`config.mk`:
```
export PLATFORM = sky130hd
export DESIGN_NAME = alu_arbiter
export DESIGN_NICKNAME = d
export VERILOG_FILES = /design/src/rtl/alu_pkg.sv /design/src/rtl/alu_arbiter_alu.sv /design/src/rtl/alu_arbiter.sv
export SDC_FILE = /design/constraint.sdc
export NUM_CORES = 1
export LEC_CHECK = 0
export ABC_AREA = 1
export BUFFER_PORTS_ARGS = -buffer_cell sky130_fd_sc_hd__buf_2
export CAP_MARGIN = 20
export CORE_ASPECT_RATIO = 1.4
export CORE_UTILIZATION = 55
export DETAILED_ROUTE_END_ITERATION = 7
export GPL_TIMING_DRIVEN = 1
export PLACE_DENSITY = 0.76
export SLEW_MARGIN = 20
export SYNTH_ARGS = -nofsm -noshare
export SYNTH_HDL_FRONTEND = slang
export SYNTH_HIERARCHICAL = 1
export SYNTH_SLANG_ARGS = --single-unit
```
`constraint.sdc`:
```
create_clock -name clk -period 7.1 [get_ports clk]
set_input_delay 1.775 -clock clk [delete_from_list [all_inputs] [get_ports clk]]
set_output_delay 1.775 -clock clk [all_outputs]
set_load 0.05 [all_outputs]
```
`src/rtl/alu_pkg.sv`:
```
// Shared types and constants for the round-robin ALU arbiter and its ALU.
package alu_pkg;

  localparam int unsigned ALU_WIDTH = 32;
  localparam int unsigned OP_W      = 4;
  localparam int unsigned SHAMT_W   = $clog2(ALU_WIDTH);

  typedef enum logic [OP_W-1:0] {
    ALU_ADD = 4'b0000,
    ALU_AND = 4'b0001,
    ALU_OR  = 4'b0010,
    ALU_SLL = 4'b0011,
    ALU_SLT = 4'b0100,
    ALU_SRL = 4'b0101,
    ALU_SUB = 4'b0110,
    ALU_XOR = 4'b0111
  } alu_op_t;

  typedef enum logic [1:0] {
    IDLE = 2'd0,
    EXEC = 2'd1,
    RESP = 2'd2
  } arb_state_t;

  // Operands captured from the granted requester
  typedef struct packed {
    logic [OP_W-1:0]      op;
    logic [ALU_WIDTH-1:0] a;
    logic [ALU_WIDTH-1:0] b;
  } alu_req_t;

  // Shift amounts of ALU_WIDTH or more shift every bit out
  function automatic logic shift_oob(input logic [ALU_WIDTH-1:0] amt);
    return |amt[ALU_WIDTH-1:SHAMT_W];
  endfunction

endpackage

```
`src/rtl/alu_arbiter_alu.sv`:
```
// Combinational 32-bit ALU; undefined op codes produce zero.
module alu_arbiter_alu
  import alu_pkg::*;
(
  input  logic [ALU_WIDTH-1:0] a,
  input  logic [ALU_WIDTH-1:0] b,
  input  logic [OP_W-1:0]      op,
  output logic [ALU_WIDTH-1:0] result_c,
  output logic                 zero_c
);

  always_comb begin
    result_c = '0;
    case (op)
      ALU_ADD: result_c = a + b;
      ALU_AND: result_c = a & b;
      ALU_OR:  result_c = a | b;
      ALU_SLL: result_c = shift_oob(b) ? '0 : (a << b[SHAMT_W-1:0]);
      ALU_SLT: result_c = ALU_WIDTH'(a < b);
      ALU_SRL: result_c = shift_oob(b) ? '0 : (a >> b[SHAMT_W-1:0]);
      ALU_SUB: result_c = a - b;
      ALU_XOR: result_c = a ^ b;
      default: result_c = '0;
    endcase
  end

  assign zero_c = (result_c == '0);

endmodule

```
`src/rtl/alu_arbiter.sv`:
```
// Round-robin arbiter sharing one ALU between N_REQ requesters; one op in flight,
// result held on a shared bus until the owning requester accepts it.
module alu_arbiter
  import alu_pkg::*;
#(
  parameter int unsigned N_REQ = 2,
  parameter int unsigned WIDTH = ALU_WIDTH
) (
  input  logic                       clk,
  input  logic                       rst_n,
  input  logic [N_REQ-1:0]           req_valid,
  output logic [N_REQ-1:0]           req_ready,
  input  logic [N_REQ*WIDTH-1:0]     req_a,
  input  logic [N_REQ*WIDTH-1:0]     req_b,
  input  logic [N_REQ*OP_W-1:0]      req_op,
  output logic [N_REQ-1:0]           rsp_valid,
  input  logic [N_REQ-1:0]           rsp_ready,
  output logic [WIDTH-1:0]           rsp_result,
  output logic                       rsp_zero,
  output logic [$clog2(N_REQ)-1:0]   grant_id
);

  localparam int unsigned IDX_W = $clog2(N_REQ);

  arb_state_t       state_q,      state_d;
  logic [IDX_W-1:0] rr_ptr_q,     rr_ptr_d;
  logic [IDX_W-1:0] grant_id_q,   grant_id_d;
  alu_req_t         opnd_q,       opnd_d;
  logic [WIDTH-1:0] rsp_result_q, rsp_result_d;
  logic             rsp_zero_q,   rsp_zero_d;
  logic [N_REQ-1:0] rsp_valid_q,  rsp_valid_d;
  logic [N_REQ-1:0] req_ready_c;
  logic [IDX_W-1:0] winner_c;
  logic [ALU_WIDTH-1:0] alu_result_c;
  logic                 alu_zero_c;

  // First valid index at or above ptr, else the lowest valid index (wrap-around)
  function automatic logic [IDX_W-1:0] rr_pick(input logic [N_REQ-1:0] valid,
                                               input logic [IDX_W-1:0] ptr);
    logic [IDX_W-1:0] hi_idx, any_idx;
    logic             hi_found, any_found;
    hi_idx    = '0;
    any_idx   = '0;
    hi_found  = 1'b0;
    any_found = 1'b0;
    for (int unsigned i = 0; i < N_REQ; i++) begin
      if (valid[i]) begin
        if (!any_found) begin
          any_idx   = IDX_W'(i);
          any_found = 1'b1;
        end
        if (!hi_found && (i >= 32'(ptr))) begin
          hi_idx   = IDX_W'(i);
          hi_found = 1'b1;
        end
      end
    end
    return hi_found ? hi_idx : any_idx;
  endfunction

  assign winner_c = rr_pick(req_valid, rr_ptr_q);

  // Next-state, operand capture and handshake decode
  always_comb begin
    state_d      = state_q;
    rr_ptr_d     = rr_ptr_q;
    grant_id_d   = grant_id_q;
    opnd_d       = opnd_q;
    rsp_result_d = rsp_result_q;
    rsp_zero_d   = rsp_zero_q;
    rsp_valid_d  = rsp_valid_q;
    req_ready_c  = '0;
    case (state_q)
      IDLE: begin
        if (|req_valid) begin
          for (int unsigned i = 0; i < N_REQ; i++) begin
            if (IDX_W'(i) == winner_c) begin
              req_ready_c[i] = 1'b1;
              opnd_d.a       = req_a[i*WIDTH +: WIDTH];
              opnd_d.b       = req_b[i*WIDTH +: WIDTH];
              opnd_d.op      = req_op[i*OP_W +: OP_W];
            end
          end
          grant_id_d = winner_c;
          state_d    = EXEC;
        end
      end
      EXEC: begin
        rsp_result_d = alu_result_c;
        rsp_zero_d   = alu_zero_c;
        for (int unsigned i = 0; i < N_REQ; i++) begin
          rsp_valid_d[i] = (IDX_W'(i) == grant_id_q);
        end
        state_d = RESP;
      end
      RESP: begin
        // rsp_valid_q is one-hot on the owner, so foreign rsp_ready bits mask off
        if (|(rsp_ready & rsp_valid_q)) begin
          rsp_valid_d = '0;
          rr_ptr_d    = (grant_id_q == IDX_W'(N_REQ - 1)) ? '0 : grant_id_q + IDX_W'(1);
          state_d     = IDLE;
        end
      end
      default: begin
        rsp_valid_d = '0;
        state_d     = IDLE;
      end
    endcase
  end

  always_ff @(posedge clk or negedge rst_n) begin
    if (!rst_n) begin
      state_q      <= IDLE;
      rr_ptr_q     <= '0;
      grant_id_q   <= '0;
      opnd_q       <= '0;
      rsp_result_q <= '0;
      rsp_zero_q   <= 1'b0;
      rsp_valid_q  <= '0;
    end else begin
      state_q      <= state_d;
      rr_ptr_q     <= rr_ptr_d;
      grant_id_q   <= grant_id_d;
      opnd_q       <= opnd_d;
      rsp_result_q <= rsp_result_d;
      rsp_zero_q   <= rsp_zero_d;
      rsp_valid_q  <= rsp_valid_d;
    end
  end

  alu_arbiter_alu u_alu (
    .a        (opnd_q.a),
    .b        (opnd_q.b),
    .op       (opnd_q.op),
    .result_c (alu_result_c),
    .zero_c   (alu_zero_c)
  );

  assign req_ready  = req_ready_c;
  assign rsp_valid  = rsp_valid_q;
  assign rsp_result = rsp_result_q;
  assign rsp_zero   = rsp_zero_q;
  assign grant_id   = grant_id_q;

endmodule

```
# Yosys cells after proc, flatten, opt, wreduce, memory -nomap -nowiden
# Cells that the tools add are included.
# word_totals
reg_bits,107
input_bits,142
elab_cells,65
# classes
addsub,3
order_cmp,2
n_eq_ne,11
shifts,2
n_mux,22
n_bitwise,6
reduce_logical,10
# ops
cell,count
32-bit one-hot mux with 8 select lines,1
68-bit two-way mux,1
32-bit two-way mux,2
32-bit adder,1
32-bit bitwise AND,1
32-bit logical NOT,1
32-bit less-than comparator,1
32-bit OR,1
32-bit by 5-bit left shift with 32-bit output,1
32-bit by 5-bit right shift with 32-bit output,1
32-bit subtractor,1
32-bit XOR,1
27-bit OR reduction,1
"4-bit by 3-bit equality test with 1-bit output, second input constant",4
1-bit two-way mux,12
2-bit one-hot mux with 3 select lines,2
"4-bit by 2-bit equality test with 1-bit output, second input constant",2
2-bit two-way mux,4
2-bit AND reduction,4
"4-bit by 1-bit equality test with 1-bit output, second input constant",1
4-bit logical NOT,1
"2-bit inequality test, second input constant",2
2-bit OR reduction,2
2-bit bitwise AND,1
other kinds (6),7

# Depth between registers and ports, before layout
# logic_depth
ltp_word,9
mapped_depth,25

# Modules after synthesis
# Netlist, hierarchy kept.
# by_module_without_submodules
module,instances,cells_per_inst,area_per_inst_um2,seq_area_each_um2
alu_arbiter_alu,1,2085,10251.1,0.0
alu_arbiter,1,756,5375.2,2677.6

# Least setup slack after synthesis
# No wires, ideal clock.
# synth_path
kind,input to output
from,input port req_valid[1]
to,output port req_ready[0]
arrival_time_ns,2.902
required_time_ns,5.325
path_slack_ns,2.423
stages,5
n_path_buf,2
path_cell_list,buf_4 -> nand2_1 -> nand2_2 -> buf_2 -> nor2_1
# synth_via
elab_chain_cells,5
word_cells_on_any_way,8
# synth_lines
item,line,rtl
start: declaration,alu_arbiter.sv:11,"input logic [N_REQ-1:0] req_valid,"
1-bit two-way mux,alu_arbiter.sv:47,if (valid[i]) begin
1-bit two-way mux,alu_arbiter.sv:58,return hi_found ? hi_idx : any_idx;
1-bit two-way mux,alu_arbiter.sv:77,if (IDX_W'(i) == winner_c) begin
2-bit two-way mux *,alu_arbiter.sv:75,if (|req_valid) begin
2-bit two-way mux *,alu_arbiter.sv:73,case (state_q)
end: declaration,alu_arbiter.sv:12,"output logic [N_REQ-1:0] req_ready,"
# Mark *: on every way between the ends. The rest lies on a longest branch, timed or not.

# Worst setup path after layout
# layout_path
from,input port req_valid[1]
to,output port req_ready[1]
# The elaborated chain is that of the path after synthesis.

==> out/results.ini <==
[timing]
setup_viol=0
timing.fmax_ghz=0.195
tightest_slew_ps=1050
slew_headroom_pct=29.9
rsz0062_at_grt=no
finalCritPeriodShare_pct=72.3
fin_skew_ps=8.84
finalHoldViolCount=0
min_period_ps=5130
final.setup.tns_ps=0
maxSlewViolCount=0

[setup_path]
path_cells=buf_2, buf_4, o21ai_4, buf_4, nor2_1, buf_2
rrSetupSlack_ps=3130
cp_slowest_stage_delay_ps=560
cp_num_buf_inv=4
crit_required_ps=5330
worstSetupPathType=input port to output pin
cp_max_fo=70
critPathTopFamily=buffers and inverters
critPathCaptureType=output pin
crit_start=req_valid[1]
crit-reg2reg-launch=opnd_q[3]$_DFFE_PN0P_
cp.arrival_ps=3360
slowest_stage=buf_4
crit_path_start_kind=input port

[clock_network]
htreeDepth=3
clock_latency_ps=380
ctsRootBufferMaster=clkbuf_16
postCtsSetupRepairBufs=0
cts_resized=0
cts_tree=built
cts_buffers=9
clock-sinks=107
max-clock-path-buffers=2
cts_hold_buf=0
clkSlewWorstSetupHoldPaths_ps=80

[detailed_routing]
viasPerCell=5.87
routed_wl_mm=67.9
drc=0
drt-pass1-iter-count=8
wl_per_cell_um=20.6
detail_route.iter0.violations=2205
drtAntennaViolNets=0
vias=19300

[die]
fp.dieW_um=144
die_area_um2=29100
core.rowCount=72
core-area_um2=27700
initial_core_util_pct=56.3
ios=180
die_y_um=201

[synthesis]
synth_edf_count=0
ys_seq_area_share_pct=17.1
synthCells=2841
synthFlopType=dfrtp_1
yosys.cell_count.top_type=nand2_1
syn_avg_cell_area_um2=5.50
syn_nets=3087
yosysWarnings=6
synth_area_leaders=nand2_1, nand3_1, dfrtp_1
syn-cell-area_um2=15600
synth_top_cell_by_area=nand2_1
synth-seq-cells=107
synthTopCellsByCount=nand2_1, nand3_1, inv_1
async_flop_share_pct=100
yosysUniqueCellTypes=45
synth_top_area_share_pct=22.6

[placed_design]
gp_congestion=1.08
io_buffers=179
dpl.hpwl_mm=53.3

[final_layout]
area_growth_pct=6.77
drive_gt1_share_pct=10.2
num-fill-cells=2822
layout.nets=3161
utilization_pct=60.1

[worst_hold_path]
holdCritStartpoint=rsp_result[5]$_DFFE_PN0N_
min_path_type=register to register

[run_status]
status=finished clean

[flow_run]
max-cap-violations=0

[global_route]
grt_pass1_wl_mm=100
track_usage_pct=47.1
gr-total-overflow=0
antenna_found_initial=2
grt_pass1_vias=17900
grt_max_degree=73

[final timing paths]
check                                                   to  depth (start not counted)
worst max-delay path                          req_ready[1]                          6
worst min-delay path             rsp_result[5]$_DFFE_PN0N_                          2
worst max register to register        rsp_zero$_DFFE_PN0N_                         18
worst min register to register   rsp_result[5]$_DFFE_PN0N_                          2
max in group asynchronous       rsp_result[24]$_DFFE_PN0N_                          2
min in group asynchronous           opnd_q[39]$_DFFE_PN0P_                          1
[final cells by class]
| type | count | area (um2) | share of cell area, % |
|---|---|---|---|
| multi-input combinational | 2126 | 10400 | 62.5 |
| sequential | 107 | 2680 | 16.1 |
| inverter | 478 | 1800 | 10.8 |
| timing repair buffer | 193 | 1000 | 6.01 |
| tap | 370 | 463 | 2.77 |
| clock buffer | 9 | 225 | 1.35 |
| clock inverter | 7 | 80.1 | 0.480 |
| antenna | 2 | 5.00 | 0.0300 |
[per-stage QoR]
stage	instance area, um2	setup slack (ps)	hold WS (ps)	instances
2_1_floorplan	15600	2420	469	2841
3_3_place_gp	16400	2070	460	3274
3_5_place_dp	16400	2000	461	3274
4_1_cts	16700	1990	482	3290
5_1_grt	16700	1910	510	3290
6_report	16700	1970	479	3292
[sequential cells by signal, summed over array words and instances, names as in the netlist]
name and cells:
grant_id 1, rsp_result 32, state_q 2, opnd_q 68, rsp_zero 1, rsp_valid 2
rr_ptr_q 1
[layer usage]
| metal | global-route usage (%) | wire (um) |
|---|---|---|
| met2 | 75.4 | 30400 |
| met4 | 45.5 | 7870 |
| met1 | 50.0 | 23100 |
| met5 | 0 | 0 |
| met3 | 10.3 | 6520 |
[logic make-up after synthesis]
family | share of synthesized area [%]
buffers and inverters | 16.3
AOI/OAI and AO/OA | 5.90
and+or+nand+nor | 52.0
adders and majority gates | 8.42
xor gates and xnor gates | 0.280
DFF | 17.1
[worst min-delay path, cell delays in order, from the launching register on]
cell and delay [ps]:
dfrtp_1 350, nand2_1 50, nand2_1 50
[cells in the final DEF (no fill, tap or decap), types with 21 or more instances in the layout]
master,synthesis,final
nand4_1,21,21
nand2_1,939,938
o21ai_0,29,29
a21oi_1,72,72
nor2_1,199,199
ha_1,102,102
inv_1,462,462
buf_2,75,178
dfrtp_1,107,105
nand3_1,603,603
o22ai_1,24,24
Power is left out: the tool's default activity adds up to more than one toggle a clock period on the data nets, which glitch-free logic cannot reach.
